`config.mk`:
```
export PLATFORM = sky130hd
export DESIGN_NAME = seq_recursive_mult16_ctrl
export DESIGN_NICKNAME = d
export VERILOG_FILES = /design/src/rtl/seq_recursive_mult16_ctrl.sv
export SDC_FILE = /design/constraint.sdc
export NUM_CORES = 1
export LEC_CHECK = 0
export CAP_MARGIN = 20
export CORE_MARGIN = 4
export CORE_UTILIZATION = 35
export DETAILED_ROUTE_END_ITERATION = 8
export SLEW_MARGIN = 5
export SYNTH_ARGS = -nofsm -noshare
export SYNTH_HDL_FRONTEND = slang
export SYNTH_SLANG_ARGS = --single-unit
```
`constraint.sdc`:
```
create_clock -name clk -period 6.9 [get_ports clk]
set_input_delay 2.07 -clock clk [delete_from_list [all_inputs] [get_ports clk]]
set_output_delay 2.07 -clock clk [all_outputs]
set_load 0.02 [all_outputs]
```
`src/rtl/seq_recursive_mult16_ctrl.sv`:
```
// Sequencer for a 2W x 2W product built from four W x W partial products on one shared sub-multiplier.
// Each step is held MUL_LAT+1 cycles; the shifted partial product is accumulated on the last hold cycle.
module seq_recursive_mult16_ctrl #(
    parameter int         HALF_W     = 8,
    parameter int         MUL_LAT    = 0,
    parameter logic [3:0] EXACT_MASK = 4'b1000
) (
    input  logic                  clk,
    input  logic                  rst_n,
    input  logic                  in_valid,
    output logic                  in_ready,
    input  logic [2*HALF_W-1:0]   a,
    input  logic [2*HALF_W-1:0]   b,
    output logic [HALF_W-1:0]     mul_a,
    output logic [HALF_W-1:0]     mul_b,
    output logic                  mul_en,
    output logic                  mul_exact,
    input  logic [2*HALF_W-1:0]   mul_p,
    output logic                  out_valid,
    input  logic                  out_ready,
    output logic [4*HALF_W-1:0]   y,
    output logic                  busy
);

    typedef enum logic [1:0] {S_IDLE, S_RUN, S_DONE} state_t;

    localparam logic [1:0] LAST_HOLD = 2'(MUL_LAT);

    state_t                state_q;
    logic [2*HALF_W-1:0]   a_q, b_q;
    logic [4*HALF_W:0]     acc_q, acc_d;
    logic [1:0]            step_q, step_d;
    logic [1:0]            hold_q;
    logic                  last_hold;
    logic                  in_ready_q, out_valid_q, busy_q;
    logic                  mul_en_q, mul_exact_q;
    logic [HALF_W-1:0]     mul_a_q, mul_b_q;
    logic [4*HALF_W-1:0]   y_q;

    // Steps 0,1 use the low half of a; steps 0,2 use the low half of b.
    function automatic logic [HALF_W-1:0] op_a(input logic [1:0] k, input logic [2*HALF_W-1:0] av);
        return k[1] ? av[2*HALF_W-1:HALF_W] : av[HALF_W-1:0];
    endfunction

    function automatic logic [HALF_W-1:0] op_b(input logic [1:0] k, input logic [2*HALF_W-1:0] bv);
        return k[0] ? bv[2*HALF_W-1:HALF_W] : bv[HALF_W-1:0];
    endfunction

    function automatic logic [4*HALF_W:0] part_shift(input logic [1:0] k, input logic [2*HALF_W-1:0] p);
        logic [4*HALF_W:0] pe;
        pe = {{(2*HALF_W+1){1'b0}}, p};
        case (k)
            2'd0:    return pe;
            2'd1,
            2'd2:    return pe << HALF_W;
            default: return pe << (2*HALF_W);
        endcase
    endfunction

    always_comb begin
        acc_d     = acc_q + part_shift(step_q, mul_p);
        step_d    = step_q + 2'd1;
        last_hold = (hold_q == LAST_HOLD);
    end

    always_ff @(posedge clk or negedge rst_n) begin
        if (!rst_n) begin
            state_q     <= S_IDLE;
            a_q         <= '0;
            b_q         <= '0;
            acc_q       <= '0;
            step_q      <= '0;
            hold_q      <= '0;
            in_ready_q  <= 1'b1;
            out_valid_q <= 1'b0;
            busy_q      <= 1'b0;
            mul_en_q    <= 1'b0;
            mul_exact_q <= 1'b0;
            mul_a_q     <= '0;
            mul_b_q     <= '0;
            y_q         <= '0;
        end else begin
            case (state_q)
                S_IDLE: begin
                    if (in_valid) begin
                        a_q         <= a;
                        b_q         <= b;
                        acc_q       <= '0;
                        step_q      <= '0;
                        hold_q      <= '0;
                        state_q     <= S_RUN;
                        in_ready_q  <= 1'b0;
                        busy_q      <= 1'b1;
                        mul_en_q    <= 1'b1;
                        mul_a_q     <= op_a(2'd0, a);
                        mul_b_q     <= op_b(2'd0, b);
                        mul_exact_q <= EXACT_MASK[0];
                    end
                end
                S_RUN: begin
                    if (last_hold) begin
                        hold_q <= '0;
                        acc_q  <= acc_d;
                        if (step_q == 2'd3) begin
                            // Last partial product in; isolate the sub-multiplier while the result waits.
                            state_q     <= S_DONE;
                            out_valid_q <= 1'b1;
                            y_q         <= acc_d[4*HALF_W-1:0];
                            mul_en_q    <= 1'b0;
                            mul_exact_q <= 1'b0;
                            mul_a_q     <= '0;
                            mul_b_q     <= '0;
                        end else begin
                            step_q      <= step_d;
                            mul_a_q     <= op_a(step_d, a_q);
                            mul_b_q     <= op_b(step_d, b_q);
                            mul_exact_q <= EXACT_MASK[step_d];
                        end
                    end else begin
                        hold_q <= hold_q + 2'd1;
                    end
                end
                S_DONE: begin
                    if (out_ready) begin
                        state_q     <= S_IDLE;
                        out_valid_q <= 1'b0;
                        busy_q      <= 1'b0;
                        in_ready_q  <= 1'b1;
                    end
                end
                default: begin
                    state_q     <= S_IDLE;
                    in_ready_q  <= 1'b1;
                    out_valid_q <= 1'b0;
                    busy_q      <= 1'b0;
                    mul_en_q    <= 1'b0;
                end
            endcase
        end
    end

    assign in_ready  = in_ready_q;
    assign out_valid = out_valid_q;
    assign busy      = busy_q;
    assign mul_en    = mul_en_q;
    assign mul_exact = mul_exact_q;
    assign mul_a     = mul_a_q;
    assign mul_b     = mul_b_q;
    assign y         = y_q;

endmodule

```
==> qor.yml <==
outcome: "complete, no violations"
synth.top_cells.by_area: "dfrtp_1, ha_1, o21ai_0"
cts_root_buffer: "clkbuf_16"
viasPerCell: 5.373
timing.critical_path.from_type: "flop"
numCtsBuffers: 17
grt_max_degree: 72
diodes: 0
max_stage_delay_ns: 0.84
rsz0062_at_grt: "false"
reg2reg_depth: 15
wirelength_um: 17350
grt_overflow_total: 0
row_count: 50
ys_types: 54
fmax_mhz: 197.0
hold_viol: 0
grt_pass1_wl_um: 29080
pwr-share-clk_pct: 18.2
hold_start: "y[16]"
cp_cell_sequence: "inv_1 > ha_1 > inv_1 > nor2_1 > a22o_1 > ha_1 > a21o_1 > o21bai_1 > a221o_1 > a221o_1 > a31oi_1 > nor2_1 > nor3_1 > xor2_1 > o21ai_0"
leakage_uw: 0.003774
grt_pass1_vias: 5629
final_layout_size_suffix_gt1_share_pct: 11.04
dieArea_um2: 21400
drt-pass1-iter-count: 5
drt_iter0_drc: 327
swShare_pct: 43.39
netlist_area_um2: 6693
clk_latency_ns: 0.42
start_util_pct: 35.66
synth_top_cell_area_share_pct: 45.62
async_reset_ff_share_pct: 100.0
wire_per_inst_um: 17.13
vias: 5443
h-tree-depth: 4
endpoint_kind: "flop"
core_um2: 18770
yosysWarnings: 0
power_frac_comb_pct: 54.9
share_seq_of_total_power_pct: 26.9
slew_viol_final: 0
ant_nets: 0
post_cts_buffers: 0
vdd_drop_max_mv: 0.2214
setup_viol: 0
hold_path_class: "reg -> reg"
die_width_um: 146.3
antenna_found_initial: 0
r2r_start: "step_q[0]"
yosys.area.top_type: "dfrtp_1"
grt_usage_pct: 16.73
path_class: "reg -> reg"
min_period_over_period_pct: 73.57
ctsResizeCount: 0
pin_count: 105
clkSinkCount: 123
syn-num-nets: 760
intPower_uw: 2766
synth_cells: 671
timing.hold.ws_ns: 0.4748
synth_commonest_cells: "dfrtp_1, nand2_1, o21ai_0, ha_1, mux2_2"
yosysSeqAreaShare_pct: 46.01
maxCapViolCount: 0
crit_fanout: 17
place_hpwl_um: 12450
worst_pin_slew_ns: 0.9598
ys_ff_latch: 123
p_switching_uw: 2120
postSynthAreaPerCell_um2: 9.974
dp_cells: 980
drc: 0
fin_cells: 1013
cts_tree: "built"
dieHeight_um: 146.3
hold_depth: 2
fin_crit_ns: 5.076
synth_edf_count: 0
fin_setup_tns_ns: 0
fill_cells: 1740
critPathSlowestCell: "ha_1"
synth_ff_type: "dfrtp_1"
p_total_uw: 4886
finalNetCount: 855
p_per_area_nw_per_um2: 572.9
ctsHoldBuffers: 0
slew_headroom_pct: 35.86
fin_util_pct: 45.44
port_buffers: 104
arrival_ns: 5.34
syn2layout_area_growth_pct: 27.43
gp_congestion: 0.9193
crit_required_ns: 7.16
yosysMostFrequentCell: "dfrtp_1"
cts_buffer_depth: 2
clk_pin_slew_ns: 0.06
fin_worst_skew_ns: 0.008480
cp-startpoint: "step_q[0]"
[cell families (layout without fill, tap and decap cells)]
kind of cell    Yosys count  after routing  synth area share [%]
flops                   123            123                 46.01
xor+xnor                 30             30                 3.926
buf+inv                  48            156                 3.085
mux                      50             50                 8.114
simple gates            178            178                 12.26
fa+ha+maj                37             37                 7.029
compound gates          205            205                 19.57
[critical path: cells and delay by family (launching register included)]
family,cells,cell delay (ns)
AND/OR/NAND/NOR,3,0.88
flip-flops,1,0.71
buffers and inverters,2,0.29
AO/OA/AOI/OAI,7,1.69
adder cells (fa/ha/maj),2,1.15
XOR/XNOR,1,0.20
[placed cells by master (no fill, tap or decap), types with 16 or more instances in the layout]
cell,instances
nand2_1,88
nor2_1,26
dfrtp_1,122
mux2i_1,16
mux2_2,34
o21ai_0,83
clkbuf_16,17
ha_1,36
and2_1,17
clkdlybuf4s50_1,103
a22oi_1,22
a21oi_1,29
xor2_1,17
[metrics by stage]
stage / setup slack [ns] / area (µm²)
final: 1.824 / 8528
after global routing: 1.366 / 8528
after CTS: 1.822 / 8508
after detailed placement: 1.623 / 7921
after global placement: 1.691 / 7921
after floorplan: 2.433 / 6693
[registers in the layout (all words and copies together) (netlist names), 2 cells and up]
register / count
a_q: 16
b_q: 16
state_q: 2
mul_a: 8
mul_b: 8
step_q: 2
hold_q: 2
acc_q: 32
y: 32
[per-layer routing]
layer	GRT usage, %	vias up	share of wire [%]
li1	-	2595	-
met3	5.245	30	6.7
met5	0	-	0
met2	25.86	174	45
met1	22.20	2644	46
met4	6.068	0	2.2
[final timing paths]
kind                       slack [ns]   endpoint
hold reg to reg                  0.47      y[16]
hold / removal                   0.47      y[16]
max in group asynchronous        3.90    b_q[10]
setup reg to reg                 1.82  acc_q[29]
setup / recovery                 1.82  acc_q[29]
min in group asynchronous        1.79       y[7]
[area by class of cell]
class / count / area, µm² / area share, %
clock buffer: 20 / 446.7 / 5.238
timing repair buffer: 109 / 1089 / 12.76
multi-input combinational: 500 / 3425 / 40.16
inverter: 15 / 56.30 / 0.6602
tap: 234 / 292.8 / 3.433
clock inverter: 12 / 140.1 / 1.643
sequential: 123 / 3079 / 36.11
[power by group through the flow]
stage               combinational [µW]  sequential, µW  clock, µW
global route                      2980            1370        941
global placement                  2630            1320          0
floorplan                         1730            1430          0
detailed placement                2680            1330          0
finish                            2680            1310        888
CTS                               2690            1320        908
No activity file was read; power rests on OpenSTA's default activity.
